$ cat config.mk
export PLATFORM = sky130hd
export DESIGN_NAME = cdb_arbiter_flat
export DESIGN_NICKNAME = d
export VERILOG_FILES = /design/src/rtl/cdb_arbiter_if.sv /design/src/rtl/cdb_arbiter.sv /design/src/flat_wrapper.sv
export SDC_FILE = /design/constraint.sdc
export NUM_CORES = 1
export LEC_CHECK = 0
export BUFFER_PORTS_ARGS = -buffer_cell sky130_fd_sc_hd__buf_2
export CAP_MARGIN = 0
export CORE_MARGIN = 2
export CORE_UTILIZATION = 35
export DETAILED_ROUTE_END_ITERATION = 12
export PLACE_DENSITY = 0.52
export SYNTH_ARGS = -nofsm -noshare
export SYNTH_HDL_FRONTEND = slang
export SYNTH_SLANG_ARGS = --single-unit
$ cat constraint.sdc
create_clock -name clk -period 13.9 [get_ports clk]
set_input_delay 2.085 -clock clk [delete_from_list [all_inputs] [get_ports clk]]
set_output_delay 2.085 -clock clk [all_outputs]
set_load 0.02 [all_outputs]
$ cat src/rtl/cdb_arbiter_if.sv
// Common Data Bus port bundle: per-unit result requests in, registered broadcast out.
// master = the functional units / snoopers side, slave = the arbiter.
interface cdb_arbiter_if #(
    parameter int NREQ = 6,
    parameter int DW   = 32,
    parameter int TW   = 4
);
    logic [NREQ-1:0]    req_valid;
    logic [NREQ*TW-1:0] req_tag;
    logic [NREQ*DW-1:0] req_data;
    logic [NREQ-1:0]    req_ready;
    logic               cdb_valid;
    logic [TW-1:0]      cdb_tag;
    logic [DW-1:0]      cdb_data;
    logic [NREQ-1:0]    cdb_src;
    logic [2:0]         pending;

    modport master (
        output req_valid, req_tag, req_data,
        input  req_ready, cdb_valid, cdb_tag, cdb_data, cdb_src, pending
    );

    modport slave (
        input  req_valid, req_tag, req_data,
        output req_ready, cdb_valid, cdb_tag, cdb_data, cdb_src, pending
    );
endinterface

$ cat src/rtl/cdb_arbiter.sv
// Purpose: one-entry holding buffer per unit, round-robin grant of the Common Data Bus.
// Latency: result accepted at edge n is broadcast after edge n+1 when uncontended.
// Backpressure: req_ready[i] drops while buffer i is full and not granted; the unit holds its result.
module cdb_arbiter #(
    parameter int NREQ = 6,
    parameter int DW   = 32,
    parameter int TW   = 4
) (
    input  logic          clk,
    input  logic          reset_n,
    cdb_arbiter_if.slave  bus
);
    localparam int             PW   = (NREQ > 1) ? $clog2(NREQ) : 1;
    localparam logic [PW-1:0]  LAST = PW'(NREQ - 1);

    logic [NREQ-1:0] full_q;
    logic [TW-1:0]   tag_q  [NREQ];
    logic [DW-1:0]   data_q [NREQ];
    logic [PW-1:0]   rr_ptr;

    logic [NREQ-1:0] gnt;
    logic [NREQ-1:0] acc;
    logic [NREQ-1:0] full_next;
    logic [PW-1:0]   gnt_idx;
    logic            gnt_any;
    logic [2:0]      pend_next;

    // Scan from rr_ptr upward with wrap; first full buffer wins.
    always_comb begin
        int idx;
        idx     = 0;
        gnt     = '0;
        gnt_idx = '0;
        gnt_any = 1'b0;
        for (int k = 0; k < NREQ; k++) begin
            idx = int'(rr_ptr) + k;
            if (idx >= NREQ) idx = idx - NREQ;
            if (!gnt_any && full_q[idx]) begin
                gnt_any      = 1'b1;
                gnt_idx      = PW'(idx);
                gnt[idx]     = 1'b1;
            end
        end
    end

    // A granted buffer drains this edge, so it may take a new result at the same time.
    assign bus.req_ready = ~full_q | gnt;
    assign acc           = bus.req_valid & bus.req_ready;
    assign full_next     = acc | (full_q & ~gnt);

    always_comb begin
        pend_next = '0;
        for (int i = 0; i < NREQ; i++) begin
            pend_next = pend_next + 3'(full_next[i]);
        end
    end

    always_ff @(posedge clk or negedge reset_n) begin
        if (!reset_n) begin
            full_q        <= '0;
            rr_ptr        <= '0;
            bus.cdb_valid <= 1'b0;
            bus.cdb_tag   <= '0;
            bus.cdb_data  <= '0;
            bus.cdb_src   <= '0;
            bus.pending   <= '0;
            for (int i = 0; i < NREQ; i++) begin
                tag_q[i]  <= '0;
                data_q[i] <= '0;
            end
        end else begin
            full_q      <= full_next;
            bus.pending <= pend_next;
            bus.cdb_src <= gnt;
            for (int i = 0; i < NREQ; i++) begin
                if (acc[i]) begin
                    tag_q[i]  <= bus.req_tag[i*TW +: TW];
                    data_q[i] <= bus.req_data[i*DW +: DW];
                end
            end
            if (gnt_any) begin
                rr_ptr        <= (gnt_idx == LAST) ? '0 : gnt_idx + 1'b1;
                bus.cdb_valid <= 1'b1;
                bus.cdb_tag   <= tag_q[gnt_idx];
                bus.cdb_data  <= data_q[gnt_idx];
            end else begin
                bus.cdb_valid <= 1'b0;
                bus.cdb_tag   <= '0;
                bus.cdb_data  <= '0;
            end
        end
    end
endmodule
$ cat src/flat_wrapper.sv
// flat-port wrapper written by rule: the top's interface ports become plain ports
module cdb_arbiter_flat 
#(
    parameter int NREQ = 6,
    parameter int DW   = 32,
    parameter int TW   = 4
)
  (clk, reset_n, bus_req_valid, bus_req_tag, bus_req_data, bus_req_ready, bus_cdb_valid, bus_cdb_tag, bus_cdb_data, bus_cdb_src, bus_pending);
  cdb_arbiter_if #(.NREQ(NREQ), .DW(DW), .TW(TW)) bus_i ();
  input  logic clk;
  input  logic reset_n;
  input wire logic [$bits(bus_i.req_valid)-1:0] bus_req_valid;
  input wire logic [$bits(bus_i.req_tag)-1:0] bus_req_tag;
  input wire logic [$bits(bus_i.req_data)-1:0] bus_req_data;
  output wire logic [$bits(bus_i.req_ready)-1:0] bus_req_ready;
  output wire logic [$bits(bus_i.cdb_valid)-1:0] bus_cdb_valid;
  output wire logic [$bits(bus_i.cdb_tag)-1:0] bus_cdb_tag;
  output wire logic [$bits(bus_i.cdb_data)-1:0] bus_cdb_data;
  output wire logic [$bits(bus_i.cdb_src)-1:0] bus_cdb_src;
  output wire logic [$bits(bus_i.pending)-1:0] bus_pending;
  assign bus_i.req_valid = bus_req_valid;
  assign bus_i.req_tag = bus_req_tag;
  assign bus_i.req_data = bus_req_data;
  assign bus_req_ready = bus_i.req_ready;
  assign bus_cdb_valid = bus_i.cdb_valid;
  assign bus_cdb_tag = bus_i.cdb_tag;
  assign bus_cdb_data = bus_i.cdb_data;
  assign bus_cdb_src = bus_i.cdb_src;
  assign bus_pending = bus_i.pending;
  cdb_arbiter #(.NREQ(NREQ), .DW(DW), .TW(TW)) u_core (.clk(clk), .reset_n(reset_n), .bus(bus_i));
endmodule
Word-level counts from Yosys, hierarchy flattened
Index checks and enable logic that the tools add are counted.
{"block": "totals", "input_bits": 224, "regBits": 271, "out_inout_bits": 52, "word_cells": 148}
{"block": "classes", "add_sub_neg": 17, "magnitude_cmp": 19, "mux": 64, "n_eq_ne": 1, "bitwise": 12, "reduce_logical": 16}
{"cell": "two-way mux 32 bit", "count": 9}
{"cell": ">= comparator 32 x 1 -> 1 bit (second input constant)", "count": 6}
{"cell": "< comparator 32 x 5 -> 1 bit (second input constant)", "count": 6}
{"cell": ">= comparator 32 x 4 -> 1 bit (second input constant)", "count": 5}
{"cell": "subtractor 32 x 4 -> 32 bit (second input constant)", "count": 5}
{"cell": "binary-select mux 32 bit (select 3 bit)", "count": 1}
{"cell": "OR 6 bit", "count": 7}
{"cell": "two-way mux 6 bit", "count": 6}
{"cell": "two-way mux 1 bit", "count": 25}
{"cell": "two-way mux 3 bit", "count": 7}
{"cell": "binary-select mux 1 bit (select 3 bit)", "count": 6}
{"cell": "demux 1 bit (select 3 bit)", "count": 6}
{"cell": "adder 3 x 1 -> 3 bit", "count": 4}
{"cell": "AND 6 bit", "count": 2}
{"cell": "binary-select mux 4 bit (select 3 bit)", "count": 1}
{"cell": "two-way mux 4 bit", "count": 3}
{"cell": "inverter 6 bit", "count": 2}
{"cell": "logical AND 1 bit", "count": 11}
{"cell": "adder 3 x 2 -> 4 bit (second input constant)", "count": 2}
{"cell": "adder 3 x 3 -> 4 bit (second input constant)", "count": 2}
{"cell": "logical NOT 1 bit", "count": 5}
{"cell": "adder 3 x 1 -> 4 bit (second input constant)", "count": 1}
{"cell": ">= comparator 4 bit (second input constant)", "count": 1}
{"cell": "inverter 3 -> 4 bit", "count": 1}
{"cell": "5 further kinds", "count": 5}

Depth between registers and ports, before layout
{"block": "depth", "ltp_word": 29, "ltp_mapped": 22}

Worst setup path before layout
Ideal clock, no wire load.
{"block": "synth_path", "path_type": "flip-flop to output port", "start": "reg u_core.rr_ptr[0]", "end": "out bus_req_ready[5]", "slack_ns": 8.029, "arrival_time_ns": 3.786, "stages_incl_launch_ff": 17, "path_buffers": 4, "cell_sequence": "dfrtp_1 buf_6 buf_6 inv_2 ha_1 clkbuf_2 clkinv_1 ha_1 a21o_1 a211oi_1 a21boi_2 and3_4 and3_4 or4b_1 nand2_2 buf_6 inv_1"}
{"block": "synth_between", "elab_chain_cells": 22, "elab_cells_between_ends": 98}
{"item": "start, declared", "line_no": "cdb_arbiter.sv:19", "text": "logic [PW-1:0] rr_ptr;"}
{"item": "start signal, assigned", "line_no": "cdb_arbiter.sv:82", "text": "rr_ptr <= (gnt_idx == LAST) ? '0 : gnt_idx + 1'b1;"}
{"item": "parallel branches: the longest is 20 deep, another holds subtractor 32 x 4 -> 32 bit"}
{"item": "two-way mux 6 bit *", "line_no": "cdb_arbiter.sv:38", "text": "if (!gnt_any && full_q[idx]) begin"}
{"item": "OR 6 bit *", "line_no": "cdb_arbiter.sv:47", "text": "assign bus.req_ready = ~full_q | gnt;"}
{"item": "end, declared", "line_no": "flat_wrapper.sv:15", "text": "output wire logic [$bits(bus_i.req_ready)-1:0] bus_req_ready;"}
Mark *: on every way between the ends. The select of a mux whose other input is x is not followed.

Worst setup path in the final report
Ends and elaborated chain as after synthesis.

==> results.json <==
{
  "hold_viol": 0,
  "dieHeight_microns": 204,
  "routedWlPerCell_microns": 22.2,
  "drtIter0Drc": 683,
  "cp.arrival_ps": 5820,
  "cts_tree": "built",
  "vias": 10400,
  "synth_top_area_cell": "dfrtp_1",
  "cts_buffer_depth": 3,
  "netlist_instances": 1089,
  "ctsRootBufferMaster": "clkbuf_16",
  "drc_errors": 0,
  "start_util_pct": 35.3,
  "htreeDepth": 2,
  "final_net_count": 1575,
  "tns_ps": 0,
  "core_area_sq_um": 39500,
  "holdWs_ps": 484,
  "final_common_cell": "buf_2",
  "crit_type": "reg2out",
  "final_util_pct": 42.5,
  "die_w_microns": 204,
  "cap_violations": 0,
  "rsz0062_at_grt": "false",
  "routabilityCongestion": 0.870,
  "grt_pass1_vias": 10400,
  "grt_use_met3_pct": 4.28,
  "synthesis.area_sq_um": 14000,
  "fin_skew_ps": 20.7,
  "synth_area_leaders": "dfrtp_1 49%, mux2i_1 5.9%, mux2_2 5.6%, a221o_1 5.2%, a22o_1 4.7%",
  "cp_data_required_time_ps": 11810,
  "final_cell_count_no_fill": 1882,
  "path_cells": "buf_4, inv_2, ha_1, clkinv_1, ha_1, a21o_1, a211oi_1, a21boi_2, and3_4, and3_4, or4b_1, nand2_2, inv_1, buf_2",
  "die_area_sq_um": 41500,
  "grt-ovfl-total": 0,
  "mostFrequentLayoutCells": "274 x buf_2, 271 x dfrtp_1, 82 x mux2i_1",
  "hpwlAfterDp_mm": 27.3,
  "io_pins": 276,
  "top_usage_layer": "met2",
  "place_inst": 1816,
  "post-route-min-period_ps": 7900,
  "syn_nets": 1337,
  "drtAntennaViolNets": 0,
  "postSynth.asyncResetShare_pct": 100,
  "ff_latch_area_sq_um": 6780,
  "vias_per_cell": 5.51,
  "path_clk_slew_ps": 60,
  "crit_fanout": 37,
  "multi_input_area_sq_um": 6610,
  "drtPass1Iterations": 4,
  "rows": 73,
  "worstMarginPinSlew_ps": 1100,
  "start_kind": "flip-flop",
  "min-delay-path-class": "reg2reg",
  "slew_headroom_pct": 26.7,
  "status": "complete, no violations",
  "fillers": 3762,
  "grtUsageMet2_pct": 30.2,
  "syn2layout_area_growth_pct": 20.3,
  "met1_usage_pct": 28.6,
  "ctsHoldBuffers": 0,
  "synth_seq_cells": 271,
  "cts_num_sinks": 271,
  "cts_buffers": 34,
  "period_share_pct": 56.9,
  "grt.total_usage_pct": 20.0,
  "clk_latency_ps": 530,
  "wl_mm": 41.7,
  "cts_setup_buffers": 0,
  "drive_gt1_share_pct": 35.5,
  "io_buffer_count": 275,
  "drv_slew": 0,
  "crit_path_end_kind": "output port",
  "ys.flop_type": "dfrtp_1",
  "seq_area_frac_synth_pct": 48.5,
  "crit_family": "simple AND/OR/NAND/NOR gates",
  "grt_max_degree": 126,
  "grt_pass1_wl_mm": 64.3,
  "path_buf_inv": 5,
  "max_freq_mhz": 127,
  "synth-edff-count": 0,
  "postSynthAreaPerCell_sq_um": 12.8,
  "yosys.cell_types.count": 79,
  "cp_slowest_cell": "ha_1",
  "yosys_warnings": 0,
  "setup_viol": 0,
  "max_stage_delay_ps": 810,
  "grt_antenna_before_repair": 15,
  "cts_resized": 0,
  "synth_top_area_share_pct": 48.5
}
## cell families after synthesis
logic type | share of synthesized area (%)
compound gates | 21.0
xor+xnor | 0.564
fa+ha+maj | 2.31
buf+inv | 4.68
flops | 48.5
mux | 19.1
simple gates | 3.85
## cell usage after synthesis, types with 5 or more instances
library cell and count:
a21o_1 6, a21oi_1 14, a221o_1 72, a22o_1 75, a31oi_1 8, and3_1 7
buf_1 5, buf_2 20, buf_4 7, buf_6 22, clkbuf_1 33, dfrtp_1 271
ha_1 21, inv_1 23, mux2_1 51, mux2_2 70, mux2_4 30, mux2i_1 82
nand2_1 25, nand2b_1 7, nand3_1 9, nor2_1 12, nor2b_1 6, nor3_1 9
o21ai_0 10, o21bai_1 36, o221ai_1 39, o311ai_0 36
## per-stage QoR
| stage | setup slack [ps] | area, sq um |
|---|---|---|
| after floorplan | 8030 | 14000 |
| after global placement | 6650 | 15700 |
| after detailed placement | 6590 | 15700 |
| after CTS | 5990 | 16800 |
| after global routing | 5640 | 16800 |
| final | 6000 | 16800 |
## path summary, 6_finish.rpt
kind,from,end,slack [ps],depth (start not counted)
max,u_core.rr_ptr[0]$_DFFE_PN0P_,bus_req_ready[5],6000,14
min,u_core.data_q[91]$_DFFE_PN0P_,u_core.data_q[91]$_DFFE_PN0P_,480,1
max reg2reg,u_core.rr_ptr[0]$_DFFE_PN0P_,u_core.bus.pending[1]$_DFF_PN0_,7400,16
min reg2reg,u_core.data_q[91]$_DFFE_PN0P_,u_core.data_q[91]$_DFFE_PN0P_,480,1
max in group asynchronous,reset_n,u_core.tag_q[5]$_DFFE_PN0P_,10620,2
min in group asynchronous,reset_n,u_core.data_q[72]$_DFFE_PN0P_,1680,1
## area by class of cell
type / instances / area share, %
Timing Repair Buffer: 290 / 8.92
Clock inverter: 5 / 0.350
Sequential cell: 271 / 40.4
Tap cell: 525 / 3.91
Antenna cell: 8 / 0.119
Inverter: 28 / 0.625
Multi-Input combinational cell: 702 / 39.3
Clock buffer: 53 / 6.40
## layer usage
| metal | part of all wire [%] | wire length, microns |
|---|---|---|
| met5 | 0.21 | 88 |
| met4 | 2.2 | 911 |
| met3 | 5.4 | 2260 |
| met2 | 45 | 18700 |
| met1 | 47 | 19800 |
## registers in the layout (all words and copies together) (netlist names)
| signal | count |
|---|---|
| u_core.full_q | 6 |
| u_core.data_q | 192 |
| u_core.bus.cdb_valid | 1 |
| u_core.tag_q | 24 |
| u_core.bus.cdb_src | 6 |
| u_core.bus.cdb_data | 32 |
| u_core.rr_ptr | 3 |
| u_core.bus.pending | 3 |
| u_core.bus.cdb_tag | 4 |
Power is not shown: default switching activity piles up to over one toggle a cycle in this logic, so the estimate is an artifact.
